==> config.mk <==
export PLATFORM = sky130hd
export DESIGN_NAME = sync_fifo_flat
export DESIGN_NICKNAME = d
export VERILOG_FILES = /design/src/rtl/sync_fifo_pkg.sv /design/src/rtl/sync_fifo_if.sv /design/src/rtl/sync_fifo_mem.sv /design/src/rtl/sync_fifo.sv /design/src/flat_wrapper.sv
export SDC_FILE = /design/constraint.sdc
export NUM_CORES = 1
export LEC_CHECK = 0
export ABC_AREA = 1
export CORE_UTILIZATION = 59
export CTS_CLUSTER_SIZE = 16
export DETAILED_ROUTE_END_ITERATION = 8
export GPL_TIMING_DRIVEN = 0
export MAX_ROUTING_LAYER = met4
export PLACE_DENSITY = 0.88
export SLEW_MARGIN = 15
export SYNTH_ARGS = -nofsm -noshare
export SYNTH_HDL_FRONTEND = slang
export SYNTH_SLANG_ARGS = --single-unit
==> constraint.sdc <==
create_clock -name clk_i -period 2.7 [get_ports clk_i]
set_clock_uncertainty 0.1 [all_clocks]
set_input_delay 0.54 -clock clk_i [delete_from_list [all_inputs] [get_ports clk_i]]
set_output_delay 0.54 -clock clk_i [all_outputs]
set_load 0.05 [all_outputs]
==> src/rtl/sync_fifo_pkg.sv <==
// Shared constants and helpers for the sync_fifo slice.
// Optional error flags are enabled with SYNC_FIFO_ERR_FLAGS_EN (see sync_fifo.sv).
package sync_fifo_pkg;

  localparam int DEFAULT_WIDTH = 8;
  localparam int DEFAULT_DEPTH = 8;

  // Pointer width for a power-of-two depth; the count needs one extra bit.
  function automatic int ptr_width(input int depth);
    return $clog2(depth);
  endfunction

endpackage

==> src/rtl/sync_fifo_if.sv <==
// Producer/consumer bus for sync_fifo; the FIFO takes the slave modport.
// overflow_o/underflow_o exist only when SYNC_FIFO_ERR_FLAGS_EN is defined.
interface sync_fifo_if #(
  parameter int WIDTH = sync_fifo_pkg::DEFAULT_WIDTH
);

  // Handshake: write_en is a request that is taken on a rising edge when
  // !full_o || read_en; read_en is taken when !empty_o, and the popped entry
  // appears on data_o the following cycle. Requests that are not taken are
  // simply ignored, so the master re-asserts until the flags allow it.
  logic             write_en;
  logic             read_en;
  logic [WIDTH-1:0] data_i;
  logic [WIDTH-1:0] data_o;
  logic             full_o;
  logic             empty_o;
`ifdef SYNC_FIFO_ERR_FLAGS_EN
  logic             overflow_o;
  logic             underflow_o;
`endif

  modport master (
    output write_en, read_en, data_i,
`ifdef SYNC_FIFO_ERR_FLAGS_EN
    input  overflow_o, underflow_o,
`endif
    input  data_o, full_o, empty_o
  );

  modport slave (
    input  write_en, read_en, data_i,
`ifdef SYNC_FIFO_ERR_FLAGS_EN
    output overflow_o, underflow_o,
`endif
    output data_o, full_o, empty_o
  );

endinterface

==> src/rtl/sync_fifo_mem.sv <==
// DEPTH x WIDTH storage with one write port and a registered read port.
// Array contents are not reset; only the read register is.
module sync_fifo_mem
  import sync_fifo_pkg::*;
#(
  parameter int WIDTH = DEFAULT_WIDTH,
  parameter int DEPTH = DEFAULT_DEPTH,
  parameter int PTR_W = ptr_width(DEPTH)
) (
  input  logic             clk_i,
  input  logic             reset_i,
  input  logic             wr_en,
  input  logic [PTR_W-1:0] wr_addr,
  input  logic [WIDTH-1:0] wr_data,
  input  logic             rd_en,
  input  logic [PTR_W-1:0] rd_addr,
  output logic [WIDTH-1:0] rd_data
);

  logic [WIDTH-1:0] mem [DEPTH];

  always_ff @(posedge clk_i) begin
    if (wr_en) begin
      mem[wr_addr] <= wr_data;
    end
  end

  // A same-edge write to rd_addr (full FIFO, read+write) returns the old entry.
  always_ff @(posedge clk_i or posedge reset_i) begin
    if (reset_i) begin
      rd_data <= '0;
    end else if (rd_en) begin
      rd_data <= mem[rd_addr];
    end
  end

endmodule

==> src/rtl/sync_fifo.sv <==
// Single-clock FIFO: pointers, occupancy count and status flags around sync_fifo_mem.
// Define SYNC_FIFO_ERR_FLAGS_EN to add sticky overflow_o/underflow_o.
module sync_fifo
  import sync_fifo_pkg::*;
#(
  parameter int WIDTH = DEFAULT_WIDTH,
  parameter int DEPTH = DEFAULT_DEPTH
) (
  input  logic        clk_i,
  input  logic        reset_i,
  sync_fifo_if.slave  bus
);

  localparam int PTR_W = ptr_width(DEPTH);
  localparam int CNT_W = PTR_W + 1;
  localparam logic [CNT_W-1:0] FULL_COUNT = CNT_W'(DEPTH);

  logic [PTR_W-1:0] write_ptr;
  logic [PTR_W-1:0] read_ptr;
  logic [CNT_W-1:0] count;
  logic             wr_ok;
  logic             rd_ok;

  // A full FIFO still takes a write when the same edge pops an entry.
  assign wr_ok = bus.write_en && (!bus.full_o || bus.read_en);
  assign rd_ok = bus.read_en && !bus.empty_o;

  assign bus.full_o  = (count == FULL_COUNT);
  assign bus.empty_o = (count == '0);

  always_ff @(posedge clk_i or posedge reset_i) begin
    if (reset_i) begin
      write_ptr <= '0;
      read_ptr  <= '0;
      count     <= '0;
    end else begin
      if (wr_ok) begin
        write_ptr <= write_ptr + PTR_W'(1);
      end
      if (rd_ok) begin
        read_ptr <= read_ptr + PTR_W'(1);
      end
      case ({wr_ok, rd_ok})
        2'b10:   count <= count + CNT_W'(1);
        2'b01:   count <= count - CNT_W'(1);
        default: count <= count;
      endcase
    end
  end

  sync_fifo_mem #(
    .WIDTH (WIDTH),
    .DEPTH (DEPTH),
    .PTR_W (PTR_W)
  ) u_mem (
    .clk_i   (clk_i),
    .reset_i (reset_i),
    .wr_en   (wr_ok),
    .wr_addr (write_ptr),
    .wr_data (bus.data_i),
    .rd_en   (rd_ok),
    .rd_addr (read_ptr),
    .rd_data (bus.data_o)
  );

`ifdef SYNC_FIFO_ERR_FLAGS_EN
  logic overflow_q;
  logic underflow_q;

  always_ff @(posedge clk_i or posedge reset_i) begin
    if (reset_i) begin
      overflow_q  <= 1'b0;
      underflow_q <= 1'b0;
    end else begin
      if (bus.write_en && bus.full_o && !bus.read_en) begin
        overflow_q <= 1'b1;
      end
      if (bus.read_en && bus.empty_o) begin
        underflow_q <= 1'b1;
      end
    end
  end

  assign bus.overflow_o  = overflow_q;
  assign bus.underflow_o = underflow_q;
`endif

endmodule

==> src/flat_wrapper.sv <==
// flat-port wrapper written by rule: the top's interface ports become plain ports
module sync_fifo_flat import sync_fifo_pkg::*;
#(
  parameter int WIDTH = DEFAULT_WIDTH,
  parameter int DEPTH = DEFAULT_DEPTH
)
  (clk_i, reset_i, bus_write_en, bus_read_en, bus_data_i, bus_data_o, bus_full_o, bus_empty_o);
  sync_fifo_if #(.WIDTH(WIDTH)) bus_i ();
  input  logic clk_i;
  input  logic reset_i;
  input wire logic [$bits(bus_i.write_en)-1:0] bus_write_en;
  input wire logic [$bits(bus_i.read_en)-1:0] bus_read_en;
  input wire logic [$bits(bus_i.data_i)-1:0] bus_data_i;
  output wire logic [$bits(bus_i.data_o)-1:0] bus_data_o;
  output wire logic [$bits(bus_i.full_o)-1:0] bus_full_o;
  output wire logic [$bits(bus_i.empty_o)-1:0] bus_empty_o;
  assign bus_i.write_en = bus_write_en;
  assign bus_i.read_en = bus_read_en;
  assign bus_i.data_i = bus_data_i;
  assign bus_data_o = bus_i.data_o;
  assign bus_full_o = bus_i.full_o;
  assign bus_empty_o = bus_i.empty_o;
  sync_fifo #(.WIDTH(WIDTH), .DEPTH(DEPTH)) u_core (.clk_i(clk_i), .reset_i(reset_i), .bus(bus_i));
endmodule
==> flow_summary.yaml, run 1 <==
clock_network:
  cts_tree: "built"
  clkSinkCount: 82
  ctsHoldBuffers: 0
  clk_pin_slew_ns: 0.08
  cts_made_buffers: 9
  h-tree-depth: 3
  clk_latency_ns: 0.35
  postCtsSetupBuffers: 0
  cts_resized: 0
  cts_root_buf: "clkbuf_8"
  cts_buffer_depth: 2
cells_and_area:
  drive_gt1_share_pct: 8.271
  fin_area_um2: 4139
  nets: 412
  fill_cells: 419
  diodes: 0
  area_growth_syn_to_layout_pct: 13.76
  final_util_pct: 69.91
timing:
  worst_pin_slew_ns: 0.8241
  max_freq_ghz: 0.3888
  slew_viol_final: 0
  fin_tns_setup_ns: 0
  setup_ws_ns: 0.1281
  hold_violations: 0
  finalSetupViolations: 0
  finalCritPeriodShare_pct: 95.26
  period_needed_ns: 2.572
  slew_headroom_pct: 44.86
  rsz0062_at_grt: "no"
pwr:
  p_clk_share_pct: 19.3
  p_per_area_nw_per_um2: 1085
  intPower_w: 0.002667
  power_frac_comb_pct: 41.4
  swShare_pct: 40.63
  switching_power_w: 0.001826
  seq_power_share_pct: 39.3
  vdd_drop_max_v: 0.0007209
  leakage_nw: 1.866
logic_synthesis:
  yosysTopAreaCell: "edfxtp_1"
  async_flop_share_pct: 21.95
  avgSynthCellArea_um2: 10.05
  ys.flop_type: "edfxtp_1"
  synthesis.instances: 362
  synth_warnings: 0
  synth_edf_count: 64
  ys_types: 25
  synth.most_common_cell: "nand2_1"
  synth_area_leaders: "edfxtp_1, nand2_1, dfrtp_1, nand3_1, inv_1"
  netlist.area_leader.share_pct: 52.82
  synth_nets: 380
  synthTopCellsByCount: "nand2_1, edfxtp_1, inv_1, nand3_1, dfrtp_1"
  synth-seq-cells: 82
  ys_seq_area_share_pct: 65.20
  netlist_area_um2: 3638
critical_path:
  path_class: "flop to primary output"
  cp-end-kind: "primary output"
  worstReg2RegStart: "u_core.count[0]"
  rrSetupSlack_ns: 0.30
  required_ns: 2.06
  rr_endpoint: "u_core.count[3]"
  crit_path_max_fanout: 5
  arrival_ns: 1.93
  worst_setup_path_start_kind: "flop"
  ff2ff_path_depth: 13
placed_design:
  postPlaceCellArea_um2: 3943
  post-dp-hpwl_mm: 5.062
  place_ws_ns: -0.03748
  port_buffers: 21
  gp_congestion: 0.8606
global_route:
  grt_pass1_wl_mm: 12.34
  grt_max_degree: 19
  grt_pass1_vias: 2510
  track_usage_pct: 28.03
  grt_antenna_before_repair: 0
  overflow: 0
floorplan:
  io_pins: 22
  core_um2: 5921
  start_util_pct: 61.45
  die_width_um: 80.53
  fp.dieArea_um2: 6485
  die_y_um: 80.53
  fp-row-count: 28
routing:
  drt-wirelength-per-cell_um: 16.32
  drt_iter0_drc: 317
  wl_mm: 7.734
  vias_per_cell: 5.460
  ant_nets: 0
  drc: 0
  dr.pass1.iters: 5
  vias: 2588
hold_path:
  min_delay_path_depth: 2
  holdPathEnd: "u_core.u_mem.rd_data[7]"
  worstHoldPathType: "flop to flop"
  min_from: "u_core.u_mem.rd_data[7]"
outcome:
  outcome: "completed"
run:
  max_cap_viol_count: 0
[cell type report]
| type | count | area, um2 | area share (%) |
|---|---|---|---|
| Sequential cell | 82 | 2372 | 57.32 |
| Multi-Input combinational cell | 204 | 947.2 | 22.88 |
| Inverter | 64 | 245.2 | 5.925 |
| Timing Repair Buffer | 21 | 210.2 | 5.079 |
| Clock buffer | 15 | 188.9 | 4.565 |
| Tap cell | 75 | 93.84 | 2.267 |
| Buffer | 12 | 73.82 | 1.784 |
| Clock inverter | 1 | 7.507 | 0.1814 |
[worst max-delay path by stage]
stage                                from                     end  slack, ns  cells past startpoint
final                     u_core.count[0]              bus_full_o       0.13                      2
after global routing      u_core.count[0]             bus_empty_o       0.02                      4
after CTS                 u_core.count[0]              bus_full_o       0.12                      2
after detailed placement      bus_read_en  u_core.u_mem.mem[0][1]      -0.04                      6
after global placement        bus_read_en  u_core.u_mem.mem[0][6]       0.01                      6
after floorplan           u_core.count[0]              bus_full_o       0.08                      1
[sequential cells by signal, indices dropped and copies added, names as in the netlist]
name / count
u_core.read_ptr: 3
u_core.u_mem.mem: 64
u_core.u_mem.rd_data: 8
u_core.write_ptr: 3
u_core.count: 4
[routing by layer]
layer	GRT usage, %	part of all wire, %	up-vias
li1	-	-	1215
met1	35.73	40	1208
met2	41.69	48	131
met3	5.909	8.0	34
met4	16.25	4.6	0
met5	-	0	-
[through the flow]
stage / instances / hold slack [ns] / power (W)
4_1_cts: 474 / 0.3856 / 0.004476
3_3_place_gp: 458 / 0.3629 / 0.003508
2_1_floorplan: 362 / 0.3786 / 0.003038
3_5_place_dp: 458 / 0.3653 / 0.003605
6_report: 474 / 0.3859 / 0.004493
5_1_grt: 474 / 0.4114 / 0.004747
[critical path, cell delays in order, from the launching register on]
cell             delay (ns)
dfrtp_1                0.45
nor4_1                 0.28
clkdlybuf4s50_1        0.84
[power groups by stage]
stage	Combinational, W	Clock (W)	Sequential, W
after floorplan	0.00108	0	0.00196
after global placement	0.00173	0	0.00178
after detailed placement	0.00182	0	0.00179
after CTS	0.00184	0.000873	0.00176
after global routing	0.00204	0.000927	0.00178
final	0.00186	0.000868	0.00177
[cell families (layout without fill, tap and decap cells)]
logic type,Yosys count,count (layout),share of synthesized area [%]
adders and majority gates,6,6,2.270
AOI/OAI and AO/OA,5,5,0.6876
and+or+nand+nor,189,189,22.11
DFF,82,82,65.20
xor gates and xnor gates,4,4,0.9630
buffers and inverters,76,113,8.769
[layout by cell type (no fill, tap or decap), drive strengths merged]
| cell type | netlist | final |
|---|---|---|
| clkinv | 1 | 1 |
| xor2 | 2 | 2 |
| nand4 | 1 | 1 |
| o21ai | 5 | 5 |
| inv | 63 | 63 |
| nor4 | 1 | 1 |
| edfxtp | 64 | 64 |
| clkbuf | 0 | 15 |
| clkdlybuf4s50 | 0 | 21 |
| fa | 1 | 1 |
| xnor2 | 2 | 2 |
| dfrtp | 18 | 18 |
| or2 | 2 | 2 |
| clkinvlp | 0 | 1 |
| nor2 | 10 | 10 |
| nand2 | 123 | 123 |
| nand3 | 52 | 52 |
| ha | 5 | 5 |
| buf | 12 | 12 |
(Power assumes the default switching activity.)
==> inputs of run 2 (changes only) <==
Settings changed: ABC_AREA 1 to not set, CORE_UTILIZATION 59 to 58, CTS_CLUSTER_DIAMETER set to 80, PLACE_DENSITY 0.88 to 0.87.
==> flow_summary.yaml, run 2 <==
clock_network:
  cts_buffer_depth: 2
  cts_tree: "built"
  cts_root_buf: "clkbuf_8"
  ctsHoldBuffers: 0
  cts_made_buffers: 9
  h-tree-depth: 3
  clk_pin_slew_ns: 0.09
  clk_latency_ns: 0.36
  clkSinkCount: 82
cells_and_area:
  regArea_um2: 2377
  largest_reg_flops: 64
  largest_register: "u_core.u_mem.mem"
  multi_input_area_um2: 996.0
  diodes: 0
  fin_area_um2: 4039
  area_growth_syn_to_layout_pct: 19.11
  top_regs: "u_core.u_mem.mem x64, u_core.u_mem.rd_data x8, u_core.count x4"
  fill_cells: 334
  final_common_cell: "edfxtp_1"
  nets: 274
  layout_common_cells: "edfxtp_1, nand2_1, clkdlybuf4s50_1, mux2i_1, mux2_2"
  final_util_pct: 72.46
  drive_gt1_share_pct: 24.14
routing:
  wl_mm: 6.213
  route.met2.wl_mm: 3.101
  wl_met1_mm: 2.720
  drc: 0
  drt-wirelength-per-cell_um: 18.66
  dr.pass1.iters: 4
  vias: 1958
  met3_length_um: 251
  drt_iter0_drc: 101
  routed.top_layer: "met4"
  vias_per_cell: 5.880
  ant_nets: 0
logic_synthesis:
  async_flop_share_pct: 21.95
  ys.flop_type: "edfxtp_1"
  synth_nets: 233
  netlist.area_leader.share_pct: 56.68
  synth-seq-cells: 82
  ys_types: 34
  synthTopCellsByCount: "edfxtp_1, nand2_1, dfrtp_1, mux2i_1, mux2_2"
  avgSynthCellArea_um2: 15.77
  synth_edf_count: 64
  synth_warnings: 0
  netlist_area_um2: 3391
  synthesis.instances: 215
  synth_area_leaders: "edfxtp_1, dfrtp_1, mux2_2, mux2i_1, a221o_1"
  ys_seq_area_share_pct: 69.96
  synth.most_common_cell: "edfxtp_1"
  yosysTopAreaCell: "edfxtp_1"
hold_path:
  worstHoldPathType: "flop to flop"
  min_delay_path_depth: 2
placed_design:
  gp_congestion: 0.7546
  place_ws_ns: -0.2741
  port_buffers: 21
  postPlaceCellArea_um2: 3702
  post-dp-hpwl_mm: 3.902
timing:
  setup_ws_ns: 0.06876
  period_needed_ns: 2.631
  timing.hold.ws_ns: 0.3851
  finalCritPeriodShare_pct: 97.45
  slew_headroom_pct: 23.90
  slew_viol_final: 0
  max_freq_ghz: 0.3800
  finalSetupViolations: 0
  worst_pin_slew_ns: 1.133
  hold_violations: 0
global_route:
  grt_antenna_before_repair: 0
  grt_pass1_wl_mm: 9.666
  grt_max_degree: 19
  overflow: 0
  track_usage_pct: 23.00
  grt_pass1_vias: 1931
floorplan:
  die_y_um: 78.46
  core_um2: 5574
  start_util_pct: 60.83
  die_width_um: 78.46
  fp-row-count: 27
  io_pins: 22
  fp.dieArea_um2: 6156
pwr:
  leakage_nw: 1.498
  vdd_drop_max_v: 0.0006448
  p_per_area_nw_per_um2: 1118
critical_path:
  arrival_ns: 2.78
  path_class: "flop to flop"
  ff2ff_path_depth: 9
  cp-end-kind: "flop"
  crit_path_max_fanout: 4
  worst_setup_path_start_kind: "flop"
  required_ns: 2.84
outcome:
  outcome: "completed"
run:
  max_cap_viol_count: 0
[run 2: changes by cell type after synthesis, moves of 8 or more]
cell     delta
nand2_1   -100
inv_1      -54
nand3_1    -49
mux2i_1    +17
mux2_2     +16
a221o_1     +8
buf_2       -8
o22ai_1     +8
[run 2: kinds of logic (layout without fill, tap and decap cells)]
family / after synthesis / in the layout / synth area share [%]
simple gates: 43 / 43 / 6.089
compound gates: 30 / 30 / 7.048
xor+xnor: 6 / 6 / 1.550
buf+inv: 15 / 61 / 2.583
mux: 33 / 33 / 10.33
flops: 82 / 82 / 69.96
fa+ha+maj: 6 / 6 / 2.435
[run 2: path summary, 6_finish.rpt]
| check | from | to | slack [ns] |
|---|---|---|---|
| max | u_core.count[1] | u_core.count[3] | 0.07 |
| min | u_core.u_mem.rd_data[6] | u_core.u_mem.rd_data[6] | 0.39 |
| max reg2reg | u_core.count[1] | u_core.count[3] | 0.07 |
| min reg2reg | u_core.u_mem.rd_data[6] | u_core.u_mem.rd_data[6] | 0.39 |
| max in group asynchronous | reset_i | u_core.count[3] | 1.55 |
| min in group asynchronous | reset_i | u_core.write_ptr[2] | 0.49 |
[run 2: through the flow]
step,setup TNS [ns],instances,power (W)
2_1_floorplan,0,215,0.003011
3_3_place_gp,-6.894,308,0.003386
3_5_place_dp,-4.833,309,0.003471
4_1_cts,-0.02783,325,0.004414
5_1_grt,-0.04303,333,0.004731
6_report,0,333,0.004515
[run 2: routing by layer]
metal	up-vias	GRT usage (%)
li1	906	-
met1	979	28.32
met2	58	34.82
met3	15	4.767
met4	0	14.81
met5	-	-
[run 2: final cells by class]
| type | count | share of cell area, % |
|---|---|---|
| Sequential cell | 82 | 58.86 |
| Multi-Input combinational cell | 118 | 24.66 |
| Timing Repair Buffer | 30 | 6.846 |
| Clock buffer | 9 | 3.067 |
| Tap cell | 72 | 2.230 |
| Clock inverter | 7 | 2.107 |
| Buffer | 8 | 1.394 |
| Inverter | 7 | 0.8364 |
[run 2: report_power, final]
| part | total, W | switching, W | internal [W] |
|---|---|---|---|
| Combinational | 0.00174 | 0.000998 | 0.000737 |
| Sequential | 0.00186 | 0.000196 | 0.00166 |
| Clock | 0.000924 | 0.000478 | 0.000446 |
| Total | 0.00451 | 0.00167 | 0.00284 |
[run 2: what timing repair did]
action | CTS | global route
buffers inserted | 0 | 8
resized for setup | 8 | 6
pin swaps | 3 | 7
setup endpoints to repair | 2 | 1
[run 2: worst max-delay path, cell delays in order (launching register included)]
cell	delay [ns]
dfrtp_2	0.46
or4b_4	0.54
o21a_4	0.26
inv_8	0.06
ha_4	0.14
ha_4	0.19
a21o_1	0.22
a2111oi_4	0.30
nand4b_1	0.15
nand3_1	0.09
